**src/rtl/draw_tank_sprite.sv**
```systemverilog
// draw_tank_sprite: composites a 48x64 ROM sprite over the incoming pixel stream
// with a fixed three-clock latency on every output.
// Ports:
//   clk, rst                        pixel clock, asynchronous active-high reset
//   hcount_in/vcount_in, *sync_in,
//   *blnk_in, rgb_in                upstream timing and background pixel
//   xpos, ypos                      requested sprite top-left, sampled at vsync rise
//   rom_addr / rom_rgb              sprite ROM address {y[5:0],x[5:0]} and its
//                                   data, which returns one clock later
//   hcount_out .. rgb_out           timing delayed by 3 clk, composited pixel
// Build option: define TRANSPARENT_KEY_EN to treat ROM colour 12'hF0F as transparent.
module draw_tank_sprite (
  input  logic        clk,
  input  logic        rst,
  input  logic [10:0] hcount_in,
  input  logic [10:0] vcount_in,
  input  logic        hsync_in,
  input  logic        vsync_in,
  input  logic        hblnk_in,
  input  logic        vblnk_in,
  input  logic [11:0] rgb_in,
  input  logic [10:0] xpos,
  input  logic [10:0] ypos,
  output logic [11:0] rom_addr,
  input  logic [11:0] rom_rgb,
  output logic [10:0] hcount_out,
  output logic [10:0] vcount_out,
  output logic        hsync_out,
  output logic        vsync_out,
  output logic        hblnk_out,
  output logic        vblnk_out,
  output logic [11:0] rgb_out
);
  localparam logic [11:0] SPRITE_W = 12'd48;
  localparam logic [11:0] SPRITE_H = 12'd64;
  localparam logic [11:0] KEY_RGB  = 12'hF0F;
  typedef struct packed {
    logic [10:0] hc;
    logic [10:0] vc;
    logic        hs;
    logic        vs;
    logic        hb;
    logic        vb;
    logic [11:0] rgb;
  } px_t;
  typedef struct packed {
    px_t  px;
    logic win;
  } stage_t;
  logic [10:0] x_lat_q, x_lat_d, y_lat_q, y_lat_d;
  logic        vsync_prev_q;
  logic [11:0] rom_addr_q, rom_addr_d;
  stage_t      s1_q, s1_d, s2_q;
  px_t         out_q, out_d;
  logic        win;
  logic [5:0]  dx, dy;
  logic        sprite_px;
  // Offsets only matter inside the window, where they are below 64, so
  // 6-bit modular subtraction gives the exact column/row.
  always_comb begin
    dx = hcount_in[5:0] - x_lat_q[5:0];
    dy = vcount_in[5:0] - y_lat_q[5:0];
    win = ({1'b0, hcount_in} >= {1'b0, x_lat_q}) && ({1'b0, hcount_in} < {1'b0, x_lat_q} + SPRITE_W) &&
          ({1'b0, vcount_in} >= {1'b0, y_lat_q}) && ({1'b0, vcount_in} < {1'b0, y_lat_q} + SPRITE_H);
    rom_addr_d = win ? {dy, dx} : 12'h000;
    x_lat_d = (vsync_in && !vsync_prev_q) ? xpos : x_lat_q;
    y_lat_d = (vsync_in && !vsync_prev_q) ? ypos : y_lat_q;
    s1_d.px = '{hcount_in, vcount_in, hsync_in, vsync_in, hblnk_in, vblnk_in, rgb_in};
    s1_d.win = win;
`ifdef TRANSPARENT_KEY_EN
    sprite_px = s2_q.win && (rom_rgb != KEY_RGB);
`else
    sprite_px = s2_q.win;
`endif
    out_d = s2_q.px;
    out_d.rgb = (s2_q.px.hb || s2_q.px.vb) ? 12'h000 : sprite_px ? rom_rgb : s2_q.px.rgb;
  end
  always_ff @(posedge clk or posedge rst) begin
    if (rst) begin
      x_lat_q      <= '0;
      y_lat_q      <= '0;
      vsync_prev_q <= 1'b0;
      rom_addr_q   <= '0;
      s1_q         <= '0;
      s2_q         <= '0;
      out_q        <= '0;
    end else begin
      x_lat_q      <= x_lat_d;
      y_lat_q      <= y_lat_d;
      vsync_prev_q <= vsync_in;
      rom_addr_q   <= rom_addr_d;
      s1_q         <= s1_d;
      s2_q         <= s1_q;
      out_q        <= out_d;
    end
  end
  assign rom_addr   = rom_addr_q;
  assign hcount_out = out_q.hc;
  assign vcount_out = out_q.vc;
  assign hsync_out  = out_q.hs;
  assign vsync_out  = out_q.vs;
  assign hblnk_out  = out_q.hb;
  assign vblnk_out  = out_q.vb;
  assign rgb_out    = out_q.rgb;
endmodule

```
**config.mk**
```make
export PLATFORM = sky130hd
export DESIGN_NAME = draw_tank_sprite
export DESIGN_NICKNAME = d
export VERILOG_FILES = /design/src/rtl/draw_tank_sprite.sv
export SDC_FILE = /design/constraint.sdc
export NUM_CORES = 1
export LEC_CHECK = 0
export ABC_AREA = 0
export CAP_MARGIN = 20
export CORE_MARGIN = 2
export CORE_UTILIZATION = 31
export CTS_CLUSTER_DIAMETER = 100
export DETAILED_ROUTE_END_ITERATION = 10
export HOLD_SLACK_MARGIN = 0.02
export PLACE_DENSITY = 0.52
export SYNTH_ARGS = -nofsm -noshare
export SYNTH_HDL_FRONTEND = slang
export SYNTH_SLANG_ARGS = --single-unit
```
**constraint.sdc**
```tcl
create_clock -name clk -period 7.5 [get_ports clk]
set_clock_uncertainty 0.2 [all_clocks]
set_input_delay 1.5 -clock clk [delete_from_list [all_inputs] [get_ports clk]]
set_output_delay 1.5 -clock clk [all_outputs]
set_load 0.01 [all_outputs]
```
==> out/results.txt <==
Post-synth EDFFs - 0
critical path endpoint category - register
Switch Pwr - 558 uW
CP Data Arrival Time - 3890 ps
maximum clock frequency - 264 MHz
Post-CTS Setup Bufs - 0
final setup violation count - 0
P&R area growth vs syn - 36.7%
switch share - 0.271
Yosys warnings - 0
worst vdd ir - 0.000193 V
Synth Register Bits - 150
# hold bufs at CTS - 0
max-slew violations - 0
Antenna Nets Post-Route - 0
CTS resizes - 0
buffers added on ports - 123
initial drt markers - 108
CTS clock-pin slew for the worst setup and hold paths - 70 ps
Slowest-stage cell, CP - clkdlybuf4s50_1
status - finished clean
core area - 0.0178 mm2
CP Cell Sequence - clkdlybuf4s50_1, inv_1, ha_1, inv_1, fa_1, a21oi_1, o311ai_1, a211oi_1, o22ai_2, nor4b_1
Layout Utilization - 0.428
clock buffer depth - 2
synth unique cells - 43
flop-to-flop setup slack - 4710 ps
most frequent cells in the layout - 150 x dfrtp_1, 123 x clkdlybuf4s50_1, 36 x ha_1, 31 x inv_1, 29 x nand2_1
P_leak - 3.33 nW
I/O Pins - 124
Worst-Margin Slew - 1030 ps
placed inst area - 0.00707 mm2
Int Power - 1.50 mW
WL final - 11.5 mm
Cell Rows - 49
CP startpoint kind - input port
Avg Vias per Cell - 4.35
Overflow after GRT - 0
Pre-Repair DR Iteration Count - 4
cells after synthesis - 410
post-synthesis net count - 522
die area - 0.0191 mm2
Min-Delay Endpoint - vcount_out[4]
CTS sink cnt - 150
wire per inst - 14.6 um
CTS buffer count - 17
CTS tree - built
largest area contributor in the netlist - dfrtp_1
Worst EP required - 7610 ps
GR Util All Layers - 0.128
Die Wd - 138 um
worst skew pair latency - 420 ps
most used cell, CP - inv_1
Setup Crit Path Kind - in2reg
initial antenna violation count - 0
family with the most delay on the worst path - compound AO/OA/AOI/OAI gates
maxcap violations - 0
Main synth FF type - dfrtp_1
RSZ-0062 raised after global routing - false
Synth Cell Area - 0.00558 mm2
Flop pwr share - 0.437
period utilization - 0.504
# nets final - 656
syn avg cell area - 13.6 um2
number of antenna diodes - 0
PwrDens - 269 mW/mm2
setup total negative slack - 0 ps
Root Buffer - clkbuf_16
Finished Cell Area - 0.00764 mm2
main area contributors after synthesis - dfrtp_1 67%, ha_1 8.1%, o21ai_0 2.5%
R2R cell count - 10
Initial Utilization - 0.313
hold path cells - 0
commonest non-fill, non-tap cell in the layout - dfrtp_1
detailed placer's ending HPWL - 8.30 mm
Reg-to-Reg End - rom_addr[3]
Residual DRC - 0
Hold Path Class - reg2reg
GPL Wtd Cong - 0.840
number of global-route vias before repair - 3556
combinational share of power - 0.166
ys async rst share - 1.00
pin count of the biggest net entering global routing - 104
HP Start - out_d[20]
Die Y - 138 um
clock power share - 0.397
Fin. Hold Viols - 0
relative slew slack - 0.314
critical path fanouts, max - 13
clock period minus worst slack - 3780 ps
post-synth top area share - 0.672
post-synthesis sequential area ratio - 0.672
WP buf/inv - 3
share of layout cells above drive strength 1 - 0.0898
H-tree levels - 4
first-pass GRT wire length - 18.8 mm
Vias - 3419
CP max stage delay - 430 ps
Reg-to-Reg Start - x_lat_q[4]
-- through the flow --
stage | power (mW) | setup slack [ps] | hold slack, ps | instances
after global routing | 2.17 | 3540 | 143 | 786
final | 2.05 | 3720 | 142 | 786
after global placement | 1.25 | 3370 | 131 | 754
after detailed placement | 1.26 | 3260 | 135 | 754
after floorplan | 1.12 | 1760 | 131 | 410
after CTS | 2.09 | 3710 | 143 | 786
-- synth_stat cells, types with 3 or more instances --
cell type and n:
nor3_1 11, dfrtp_1 150, o211ai_1 4, clkbuf_1 6, ha_1 36, a21o_1 5
o21ai_0 28, a211oi_1 3, inv_1 32, nand4_1 4, xnor2_1 11, nand2_1 29
nor2_1 18, nor2b_1 5, a21oi_1 13, mux2i_1 12, nand3_1 6, nor3_2 5
-- flip-flops by register name (all words and copies together), names as in the netlist --
signal      count
s2_q           12
vblnk_out       1
y_lat_q        11
hsync_out       1
sprite_px       1
out_d          26
rom_addr       12
x_lat_q        11
hcount_out     11
hblnk_out       1
s1_q           39
vcount_out     11
vsync_out       1
rgb_out        12
-- kinds of logic (layout without fill, tap and decap cells) --
family / after synthesis / after routing / share of synthesized area
XOR/XNOR: 12 / 12 / 0.0188
AND/OR/NAND/NOR: 85 / 85 / 0.0760
buffers and inverters: 42 / 189 / 0.0318
multiplexers: 14 / 14 / 0.0255
adder cells (fa/ha/maj): 38 / 38 / 0.0878
flip-flops: 150 / 150 / 0.672
AO/OA/AOI/OAI: 69 / 69 / 0.0878
-- per-layer routing --
metal  track usage  routed length [um]
met3        0.0475                 697
met5             0                   0
met4        0.0446                 167
met2         0.189                5120
met1         0.175                5480
-- power groups by stage --
| stage | clock, mW | combinational [mW] | sequential [mW] |
|---|---|---|---|
| 6_report | 0.816 | 0.340 | 0.898 |
| 4_1_cts | 0.848 | 0.346 | 0.899 |
| 3_3_place_gp | 0 | 0.336 | 0.913 |
| 3_5_place_dp | 0 | 0.343 | 0.914 |
| 2_1_floorplan | 0 | 0.209 | 0.912 |
| 5_1_grt | 0.886 | 0.381 | 0.905 |
-- worst register-to-register path, delay by kind of cell (launching register included) --
kind	cells	cell delay [ps]
AOI/OAI and AO/OA	3	780
and+or+nand+nor	3	610
xor gates and xnor gates	1	100
DFF	1	420
adders and majority gates	2	470
buffers and inverters	1	110
-- how the worst max path moves through the flow --
| stage | to | slack (ps) | startpoint | cells after the start |
|---|---|---|---|---|
| after floorplan | hblnk_out | 1760 | rst | 1 |
| after global placement | rom_addr[3] | 3370 | hcount_in[0] | 10 |
| after detailed placement | rom_addr[3] | 3260 | hcount_in[0] | 10 |
| after CTS | rom_addr[3] | 3710 | hcount_in[0] | 10 |
| after global routing | rom_addr[3] | 3540 | hcount_in[0] | 10 |
| final | rom_addr[3] | 3720 | hcount_in[0] | 10 |
-- area by class of cell --
type	count	area, um2
Tap cell	229	287
Fill cell	1639	10200
Clock inverter	15	144
Multi-Input combinational cell	218	1660
Clock buffer	17	425
Sequential cell	150	3750
Timing Repair Buffer	125	1250
Inverter	32	125
No activity file was read; power rests on OpenSTA's default activity.
